===== src/rtl/cube_pkg.sv =====
// cube_pkg: constants and types shared by the CubeTop status-LED path.
//   LED_PWM_BITS     duty/counter width of the status-LED PWM
//   LED_PRESCALE_DIV system clocks per PWM tick
//   rgb_t            one colour at the default duty width
//   led_state_t      rgb_led_pwm controller state
package cube_pkg;

  localparam int unsigned LED_PWM_BITS     = 8;
  localparam int unsigned LED_PRESCALE_DIV = 4;

  typedef struct packed {
    logic [LED_PWM_BITS-1:0] r;
    logic [LED_PWM_BITS-1:0] g;
    logic [LED_PWM_BITS-1:0] b;
  } rgb_t;

  typedef enum logic {
    LED_OFF = 1'b0,
    LED_RUN = 1'b1
  } led_state_t;

endpackage


===== src/rtl/pwm_tick_gen.sv =====
// pwm_tick_gen: prescaler plus wrapping PWM period counter.
//   clk, reset_  system clock, synchronous active-low reset
//   clr          synchronous clear of prescaler and counter
//   tick         one-clock strobe every PRESCALE_DIV clocks
//   cnt          PWM position, 0 .. 2^PWM_BITS-2
//   boundary     tick on the last position of a period
module pwm_tick_gen
  import cube_pkg::*;
#(
  parameter int unsigned PWM_BITS     = LED_PWM_BITS,
  parameter int unsigned PRESCALE_DIV = LED_PRESCALE_DIV
) (
  input  logic                clk,
  input  logic                reset_,
  input  logic                clr,
  output logic                tick,
  output logic [PWM_BITS-1:0] cnt,
  output logic                boundary
);

  localparam int unsigned PRE_W = (PRESCALE_DIV > 1) ? $clog2(PRESCALE_DIV) : 1;
  localparam logic [PRE_W-1:0]    PRE_LAST = PRE_W'(PRESCALE_DIV - 1);
  // Period is 2^PWM_BITS-1 ticks so that the all-ones duty is always on.
  localparam logic [PWM_BITS-1:0] CNT_LAST = PWM_BITS'((2 ** PWM_BITS) - 2);

  logic [PRE_W-1:0] pre;

  assign tick     = (pre == PRE_LAST);
  assign boundary = tick && (cnt == CNT_LAST);

  always_ff @(posedge clk) begin
    if (!reset_ || clr) begin
      pre <= '0;
      cnt <= '0;
    end else if (tick) begin
      pre <= '0;
      cnt <= (cnt == CNT_LAST) ? '0 : cnt + 1'b1;
    end else begin
      pre <= pre + 1'b1;
    end
  end

endmodule


===== src/rtl/rgb_led_pwm.sv =====
// rgb_led_pwm: glitch-free PWM drive of the three active-low status LEDs.
//   clk, reset_             system clock, synchronous active-low reset
//   color_valid/ready       colour handshake; ready means pending buffer empty
//   color_r/g/b             duty per channel (0 off, all-ones always on)
//   led_r_/led_g_/led_b_    registered active-low LED drives
// An accepted colour waits in a one-entry pending register and becomes
// active only on a period boundary (or immediately when leaving OFF).
module rgb_led_pwm
  import cube_pkg::*;
#(
  parameter int unsigned PWM_BITS     = LED_PWM_BITS,
  parameter int unsigned PRESCALE_DIV = LED_PRESCALE_DIV
) (
  input  logic                clk,
  input  logic                reset_,
  input  logic                color_valid,
  output logic                color_ready,
  input  logic [PWM_BITS-1:0] color_r,
  input  logic [PWM_BITS-1:0] color_g,
  input  logic [PWM_BITS-1:0] color_b,
  output logic                led_r_,
  output logic                led_g_,
  output logic                led_b_
);

  // Same layout as rgb_t, but sized by this instance's PWM_BITS.
  typedef struct packed {
    logic [PWM_BITS-1:0] r;
    logic [PWM_BITS-1:0] g;
    logic [PWM_BITS-1:0] b;
  } duty_t;

  led_state_t          state_q, state_d;
  logic                pend_full_q, pend_full_d;
  duty_t               pend_q, pend_d;
  duty_t               act_q, act_d;
  logic                accept;
  logic                tick_unused;
  logic [PWM_BITS-1:0] cnt;
  logic                boundary;

  // Counters are held at zero while OFF, so entering RUN starts a fresh period.
  pwm_tick_gen #(
    .PWM_BITS     (PWM_BITS),
    .PRESCALE_DIV (PRESCALE_DIV)
  ) u_tick_gen (
    .clk      (clk),
    .reset_   (reset_),
    .clr      (state_q == LED_OFF),
    .tick     (tick_unused),
    .cnt      (cnt),
    .boundary (boundary)
  );

  assign accept = color_valid && color_ready;

  always_comb begin
    state_d     = state_q;
    pend_full_d = pend_full_q;
    pend_d      = pend_q;
    act_d       = act_q;

    // An accept needs an empty buffer, so it never overlaps a transfer below.
    if (accept) begin
      pend_d      = '{r: color_r, g: color_g, b: color_b};
      pend_full_d = 1'b1;
    end

    unique case (state_q)
      LED_OFF: begin
        if (pend_full_q) begin
          act_d       = pend_q;
          pend_full_d = 1'b0;
          state_d     = LED_RUN;
        end
      end
      LED_RUN: begin
        if (boundary && pend_full_q) begin
          act_d       = pend_q;
          pend_full_d = 1'b0;
        end
      end
      default: state_d = LED_OFF;
    endcase
  end

  always_ff @(posedge clk) begin
    if (!reset_) begin
      state_q     <= LED_OFF;
      pend_full_q <= 1'b0;
      pend_q      <= '0;
      act_q       <= '0;
      color_ready <= 1'b1;
      led_r_      <= 1'b1;
      led_g_      <= 1'b1;
      led_b_      <= 1'b1;
    end else begin
      state_q     <= state_d;
      pend_full_q <= pend_full_d;
      pend_q      <= pend_d;
      act_q       <= act_d;
      // Registered copy of the next buffer state keeps ready exactly equal
      // to !pend_full_q, so no second accept can overwrite a pending colour.
      color_ready <= !pend_full_d;
      // Compare against the current cnt/act: one clock of output latency.
      led_r_      <= !((state_q == LED_RUN) && (cnt < act_q.r));
      led_g_      <= !((state_q == LED_RUN) && (cnt < act_q.g));
      led_b_      <= !((state_q == LED_RUN) && (cnt < act_q.b));
    end
  end

endmodule


===== config.mk =====
export PLATFORM = sky130hd
export DESIGN_NAME = rgb_led_pwm
export DESIGN_NICKNAME = d
export VERILOG_FILES = /design/src/rtl/cube_pkg.sv /design/src/rtl/pwm_tick_gen.sv /design/src/rtl/rgb_led_pwm.sv
export SDC_FILE = /design/constraint.sdc
export NUM_CORES = 1
export LEC_CHECK = 0
export ABC_AREA = 1
export CORE_MARGIN = 2
export CORE_UTILIZATION = 56
export DETAILED_ROUTE_END_ITERATION = 12
export GPL_ROUTABILITY_DRIVEN = 0
export GPL_TIMING_DRIVEN = 0
export PLACE_DENSITY = 0.9
export SLEW_MARGIN = 10
export SYNTH_ARGS = -nofsm -noshare
export SYNTH_HDL_FRONTEND = slang
export SYNTH_SLANG_ARGS = --single-unit

===== constraint.sdc =====
create_clock -name clk -period 1.51 [get_ports clk]
set_input_delay 0.2265 -clock clk [delete_from_list [all_inputs] [get_ports clk]]
set_output_delay 0.2265 -clock clk [all_outputs]
set_load 0.01 [all_outputs]

==> metrics.txt <==
# TYPE chip_impl_metric gauge
chip_impl_info{name="run_status",value="finished with violations"} 1
chip_impl_info{name="violations_in_the_final_reports",value="negative setup slack"} 1
chip_impl_metric{name="avgSynthCellArea",unit="um^2"} 7.39
chip_impl_metric{name="worst_hold_slack_after_final_layout",unit="ps"} 458
chip_impl_info{name="critPathLaunchType",value="flop"} 1
chip_impl_metric{name="chipHeight",unit="um"} 77.1
chip_impl_metric{name="leakagePower",unit="nW"} 1.62
chip_impl_metric{name="sequential_share_of_the_synthesized_area",unit="%"} 42.8
chip_impl_metric{name="all_layer_global_routing_usage",unit="%"} 25.4
chip_impl_metric{name="area.growth.synth_to_final",unit="%"} 27.1
chip_impl_metric{name="die_w",unit="um"} 77.1
chip_impl_metric{name="power.combinational.fraction",unit="%"} 19.0
chip_impl_metric{name="power.density_cell_area",unit="nW/um^2"} 1110
chip_impl_metric{name="design.final.nets",unit=""} 508
chip_impl_metric{name="antenna_cells_inserted",unit=""} 0
chip_impl_metric{name="placeableCoreArea",unit="um^2"} 5140
chip_impl_metric{name="filler_cell_count",unit=""} 373
chip_impl_metric{name="max-slew-margin-rel",unit="%"} 64.3
chip_impl_info{name="cts_tree",value="yes"} 1
chip_impl_metric{name="worst_pin_slew",unit="ps"} 536
chip_impl_metric{name="synthesis.instances",unit=""} 405
chip_impl_metric{name="setup-violations-final",unit=""} 1
chip_impl_metric{name="slew_viol_final",unit=""} 0
chip_impl_metric{name="dp.final_hpwl",unit="um"} 4550
chip_impl_metric{name="post_drt_via_cell_ratio",unit=""} 5.38
chip_impl_metric{name="final_critical_path_setup_slack",unit="ps"} -39.3
chip_impl_metric{name="routed_wire_length_per_instance",unit="um"} 14.0
chip_impl_metric{name="cts_made_buffers",unit=""} 9
chip_impl_metric{name="detail_route.drc_violations",unit=""} 0
chip_impl_metric{name="fp.dieArea",unit="um^2"} 5950
chip_impl_metric{name="first_global_vias",unit=""} 2746
chip_impl_metric{name="cp_data_required_time",unit="ps"} 1750
chip_impl_metric{name="synth.lib_cells_used.distinct",unit=""} 21
chip_impl_metric{name="fin_crit_sh",unit="%"} 103
chip_impl_metric{name="ys_warn_count",unit=""} 0
chip_impl_metric{name="maxCapViolations",unit=""} 0
chip_impl_info{name="dominantRegCellSynth",value="sky130_fd_sc_hd__dfxtp_1"} 1
chip_impl_metric{name="cts.sinks",unit=""} 64
chip_impl_info{name="hold_class",value="flop to flop"} 1
chip_impl_metric{name="drtIter0Drc",unit=""} 147
chip_impl_metric{name="power.switching",unit="W"} 0.00128
chip_impl_info{name="clk_root_buffer_cell",value="sky130_fd_sc_hd__clkbuf_8"} 1
chip_impl_metric{name="max_freq",unit="MHz"} 645
chip_impl_metric{name="synth_enable_flop_cells",unit=""} 0
chip_impl_metric{name="drt_first_pass_iters",unit=""} 5
chip_impl_metric{name="h-tree-depth",unit=""} 3
chip_impl_metric{name="final_hold_viol_count",unit=""} 0
chip_impl_metric{name="placementRows",unit=""} 26
chip_impl_metric{name="p_clk_share",unit="%"} 36.2
chip_impl_metric{name="vdd_ir_drop_max",unit="V"} 0.000743
chip_impl_metric{name="io_pins",unit=""} 31
chip_impl_info{name="timing.critical_path.to_type",value="flop"} 1
chip_impl_metric{name="clock-skew-final",unit="ps"} 7.87
chip_impl_metric{name="final_layout_size_suffix_gt1_share",unit="%"} 12.6
chip_impl_metric{name="seq_pwr_share",unit="%"} 44.8
chip_impl_metric{name="clock_path_buffers",unit=""} 2
chip_impl_metric{name="via_count",unit=""} 2862
chip_impl_metric{name="internal_power",unit="W"} 0.00295
chip_impl_metric{name="totalWireLength",unit="um"} 7460
chip_impl_metric{name="synth.ff_latch_count",unit=""} 64
chip_impl_metric{name="finalCoreUtilization",unit="%"} 74.0
chip_impl_metric{name="detail-route-antenna-nets",unit=""} 0
chip_impl_metric{name="postSynthNetCount",unit=""} 456
chip_impl_metric{name="fin_tns_setup",unit="ps"} -39.3
chip_impl_metric{name="worst_skew_pair.late_latency",unit="ps"} 360
chip_impl_metric{name="grt_max_degree",unit=""} 14
chip_impl_metric{name="antenna_found_initial",unit=""} 0
chip_impl_metric{name="worstPathMaxFanout",unit=""} 6
chip_impl_metric{name="power_switching_share",unit="%"} 30.3
chip_impl_metric{name="netlist_area",unit="um^2"} 2990
chip_impl_metric{name="first_pass_grt_wire_length",unit="um"} 12000
chip_impl_info{name="timing_worst_setup_path_type",value="flop to flop"} 1
chip_impl_metric{name="effective_utilization_at_floorplan",unit="%"} 58.3
chip_impl_info{name="layout.cells.most_common",value="sky130_fd_sc_hd__inv_1"} 1
chip_impl_metric{name="layout_min_cycle_time",unit="ps"} 1550
chip_impl_info{name="most-common-layout-cells",value="61 x sky130_fd_sc_hd__inv_1, 57 x sky130_fd_sc_hd__nand2_1, 57 x sky130_fd_sc_hd__dfxtp_1, 56 x sky130_fd_sc_hd__a21oi_1, 43 x sky130_fd_sc_hd__nor2_1"} 1
chip_impl_metric{name="arrival",unit="ps"} 1790
chip_impl_metric{name="port_buffers",unit=""} 30
chip_impl_metric{name="share_of_flip_flops_with_an_asynchronous_set_or_reset_after_synthesis",unit="%"} 0
chip_impl_metric{name="grt_overflow",unit=""} 0
chip_impl_metric{name="worst_path_clk_slew",unit="ps"} 80
## synth_stat cells (3+ instances only)
cell type                  count  share of area [%]
sky130_fd_sc_hd__o21ai_0      29                4.8
sky130_fd_sc_hd__nand3_1      29                4.8
sky130_fd_sc_hd__ha_1         24                 10
sky130_fd_sc_hd__buf_2         3               0.50
sky130_fd_sc_hd__dfxtp_1      64                 43
sky130_fd_sc_hd__a21oi_1      57                9.5
sky130_fd_sc_hd__nand2_1      60                7.5
sky130_fd_sc_hd__inv_1        62                7.8
sky130_fd_sc_hd__a211oi_1      3               0.75
sky130_fd_sc_hd__buf_6         3                1.1
sky130_fd_sc_hd__nor2_1       45                5.6
sky130_fd_sc_hd__clkbuf_1     13                1.6
## critical path, cell delays in order (launching register included)
cell                      delay [ps]
sky130_fd_sc_hd__dfxtp_4         360
sky130_fd_sc_hd__inv_4            60
sky130_fd_sc_hd__ha_4            130
sky130_fd_sc_hd__nand2_4          50
sky130_fd_sc_hd__nor2_4          120
sky130_fd_sc_hd__nand3_4         100
sky130_fd_sc_hd__nand2_4         100
sky130_fd_sc_hd__buf_8           130
sky130_fd_sc_hd__buf_6           130
sky130_fd_sc_hd__nand3_2          60
sky130_fd_sc_hd__nand2_1         110
sky130_fd_sc_hd__nor2_1           80
## final cells by class
type                    count  area, um^2  area share, %
clock buffers               9         124           3.26
repair buffers             41         399           10.5
clock inverters             7        80.1           2.10
flip-flops and latches     64        1310           34.3
multi-input cells         258        1460           38.3
well taps                  70        87.6           2.30
plain buffers              21         115           3.03
inverters                  62         235           6.18
## power groups by stage
stage	combinational [W]	sequential, W	clock, W
6_report	0.000805	0.00190	0.00153
5_1_grt	0.000903	0.00191	0.00160
4_1_cts	0.000757	0.00189	0.00152
3_5_place_dp	0.000703	0.00194	0
3_3_place_gp	0.000677	0.00193	0
2_1_floorplan	0.000500	0.00192	0
## timing repair
action | 4_1_cts | 5_1_grt
cloned | 2 | 0
resized for setup | 18 | 26
pin swaps | 4 | 4
hold buffers | 0 | 0
endpoints found under the setup margin | 26 | 30
endpoints found under the hold margin | 0 | 0
buffers inserted | 8 | 1
## through the flow
| stage | total power (W) | setup WS [ps] | instance area (um^2) | instances |
|---|---|---|---|---|
| finish | 0.00423 | -39.3 | 3800 | 532 |
| global route | 0.00441 | -72.8 | 3800 | 532 |
| CTS | 0.00417 | -6.75 | 3700 | 531 |
| detailed placement | 0.00264 | -209 | 3380 | 505 |
| global placement | 0.00260 | -171 | 3380 | 505 |
| floorplan | 0.00242 | 116 | 2990 | 405 |
## flip-flops by register name, summed over array words and instances (netlist names)
signal          cells
act_q              24
color_ready         1
led_b_              1
led_g_              1
led_r_              1
pend_full_q         1
pend_q             24
state_q             1
u_tick_gen.cnt      8
u_tick_gen.pre      2
## cell families (layout without fill, tap and decap cells)
family | after synthesis | count (layout) | share of synthesized area (%)
fa+ha+maj | 24 | 24 | 10.0
flops | 64 | 64 | 42.8
xor+xnor | 3 | 3 | 0.878
buf+inv | 83 | 140 | 11.3
simple gates | 142 | 142 | 19.9
compound gates | 89 | 89 | 15.1
## final timing paths
check / from / end / slack (ps) / depth (start not counted)
max: u_tick_gen.cnt[0]$_SDFFE_PP0N_ / act_q[0]$_SDFFE_PN0P_ / -40 / 11
min: pend_q[4]$_SDFFE_PN0N_ / pend_q[4]$_SDFFE_PN0N_ / 460 / 2
max reg2reg: u_tick_gen.cnt[0]$_SDFFE_PP0N_ / act_q[0]$_SDFFE_PN0P_ / -40 / 11
min reg2reg: pend_q[4]$_SDFFE_PN0N_ / pend_q[4]$_SDFFE_PN0N_ / 460 / 2
## routing by layer
layer | vias to the layer above | track usage [%] | wire, um
li1 | 1404 | - | -
met1 | 1303 | 28.1 | 3010
met2 | 114 | 45.2 | 3730
met3 | 41 | 5.06 | 388
met4 | 0 | 14.1 | 337
met5 | - | 0 | 0
Note: power is estimated with default switching activity, not from simulation.
==> RTL change (same flow settings) <==
Remove the register `led_b_`: a continuous assignment takes its place, so the output `led_b_` follows one clock earlier. Comments in the files are not updated.
--- a/src/rtl/rgb_led_pwm.sv
+++ b/src/rtl/rgb_led_pwm.sv
@@ -95,3 +95,2 @@
       led_g_      <= 1'b1;
-      led_b_      <= 1'b1;
     end else begin
@@ -107,3 +106,2 @@
       led_g_      <= !((state_q == LED_RUN) && (cnt < act_q.g));
-      led_b_      <= !((state_q == LED_RUN) && (cnt < act_q.b));
     end
@@ -111,2 +109,4 @@
 
+  assign led_b_ = !((state_q == LED_RUN) && (cnt < act_q.b));
+
 endmodule
Function: changed (Yosys sat finds a counterexample within 4 cycles, from zero or initial values and one cycle with reset_ low).
==> RTL change against the original RTL <==
The flow still finishes with violations (negative setup slack); first-iteration DRC count down 40%; sequential cell count shrank 1; worst setup slack worse by 0.22 ns; design area increased by 6.6%; global-route usage increased by 1.5 points; total power grew 2.5%; sequential share of layout area is 2.5 points lower; largest power group unchanged; highest routed layer unchanged; synthesized area down 0.29%; wire length increased by 6.0%.
==> RTL change: results (changes against the original RTL) <==
[run_status]
status=complete, but fails checks
violations=negative setup slack

[global_route]
grt_use_met3=0.0682  ; +0.0176
grt_util_met1=0.296  ; +0.0154
track_usage=0.269  ; +0.0150
grt_use_met2=0.478  ; +0.0259
grt_pass1_wl_um=12500  ; +4.4%
grt_max_degree=13  ; -1
grt_pass1_vias=2745  ; -0.036%

[drt]
wl_um=7910  ; +6.0%
vias_per_cell=5.24  ; -2.6%
wl_met3_um=297  ; -23%
drt-met1-wl_um=3180  ; +5.7%
drt_iter0_markers=88  ; -40%
wl_met2_um=4160  ; +12%

[final_layout]
n_fill_cell=342  ; -8.3%
fin_nets=515  ; +1.4%
multiInputGateArea_um2=1590  ; +9.1%
layout-drive-gt1-share=0.222  ; +0.0962
stdcell_count=539  ; +1.3%

[cts]
cts_setup_buffers=15  ; +7

[timing]
skew_ns=0.0108  ; +0.00293 ns
layout_setup_ws_ns=-0.256  ; -0.216 ns
setup_viol=6  ; +5
fin_tns_setup_ns=-0.368  ; -0.329 ns
tightest_slew_ns=0.533  ; -0.00263 ns

[place]
placed_area_um2=3370  ; -0.26%
placed_cells=502  ; -0.59%
dpl.hpwl_um=4670  ; +2.8%

[critical_path]
critPathLaunch=act_q[6]
cp.arrival_ns=1.54  ; -0.25 ns
r2r_end=act_q[22]

[synth]
synthDistinctLibCells=24  ; +14%
synth_nets=453  ; -0.66%
netlist_top_cells_area=dfxtp_1 42%, ha_1 10%, a21oi_1 9.9%
yosysSeqAreaShare=0.422  ; -0.00545

[power]
leakage_nw=1.70  ; +5.2%

## RTL change: cell types whose count changed after synthesis, sizes merged, moves of 2 or more
| cell | delta |
|---|---|
| nand2 | -3 |
| nor2 | -2 |
| a21oi | +3 |
| inv | -2 |
| xor2 | -2 |
| nand3 | +3 |
| buf | +2 |
## RTL change: power by group
group | switching (W) | total [W] | leakage [nW] | internal, W
Combinational | 0.000506 | 0.000941 | 1.08 | 0.000435
Clock | 0.000709 | 0.00152 | 0.0989 | 0.000811
Sequential | 0.0000714 | 0.00187 | 0.526 | 0.00180
Total | 0.00129 | 0.00434 | 1.70 | 0.00305
## RTL change: critical path: stages, from the launching register on
cell     delay (ns)
dfxtp_2        0.36
inv_2          0.05
ha_4           0.27
nand2_4        0.05
buf_6          0.11
nor2_4         0.07
nand2_1        0.06
nand3_1        0.08
buf_2          0.14
## RTL change: logic make-up (layout without fill, tap and decap cells)
kind of cell	Yosys count	after routing	synth area share
flops	63	63	0.422
compound gates	91	91	0.156
buf+inv	82	149	0.116
xor+xnor	1	1	0.00293
simple gates	141	141	0.202
fa+ha+maj	24	24	0.101
## RTL change: worst min path at each step
stage                      startpoint                 to  slack, ns  cells past startpoint
finish                     pend_q[18]         pend_q[18]       0.46                      2
global route               pend_q[18]         pend_q[18]       0.48                      2
CTS                        pend_q[15]         pend_q[15]       0.46                      2
detailed placement  u_tick_gen.pre[0]  u_tick_gen.pre[0]       0.45                      1
global placement    u_tick_gen.pre[0]  u_tick_gen.pre[0]       0.41                      1
floorplan                      reset_            state_q       0.39                      2
## RTL change: area by class of cell
cell class                 count  share of cell area
sequential                    63               0.318
clock buffer                  10              0.0339
timing repair buffer          52               0.127
clock inverter                 6              0.0167
multi-input combinational    257               0.392
inverter                      60              0.0561
buffer                        21              0.0339
tap                           70              0.0216
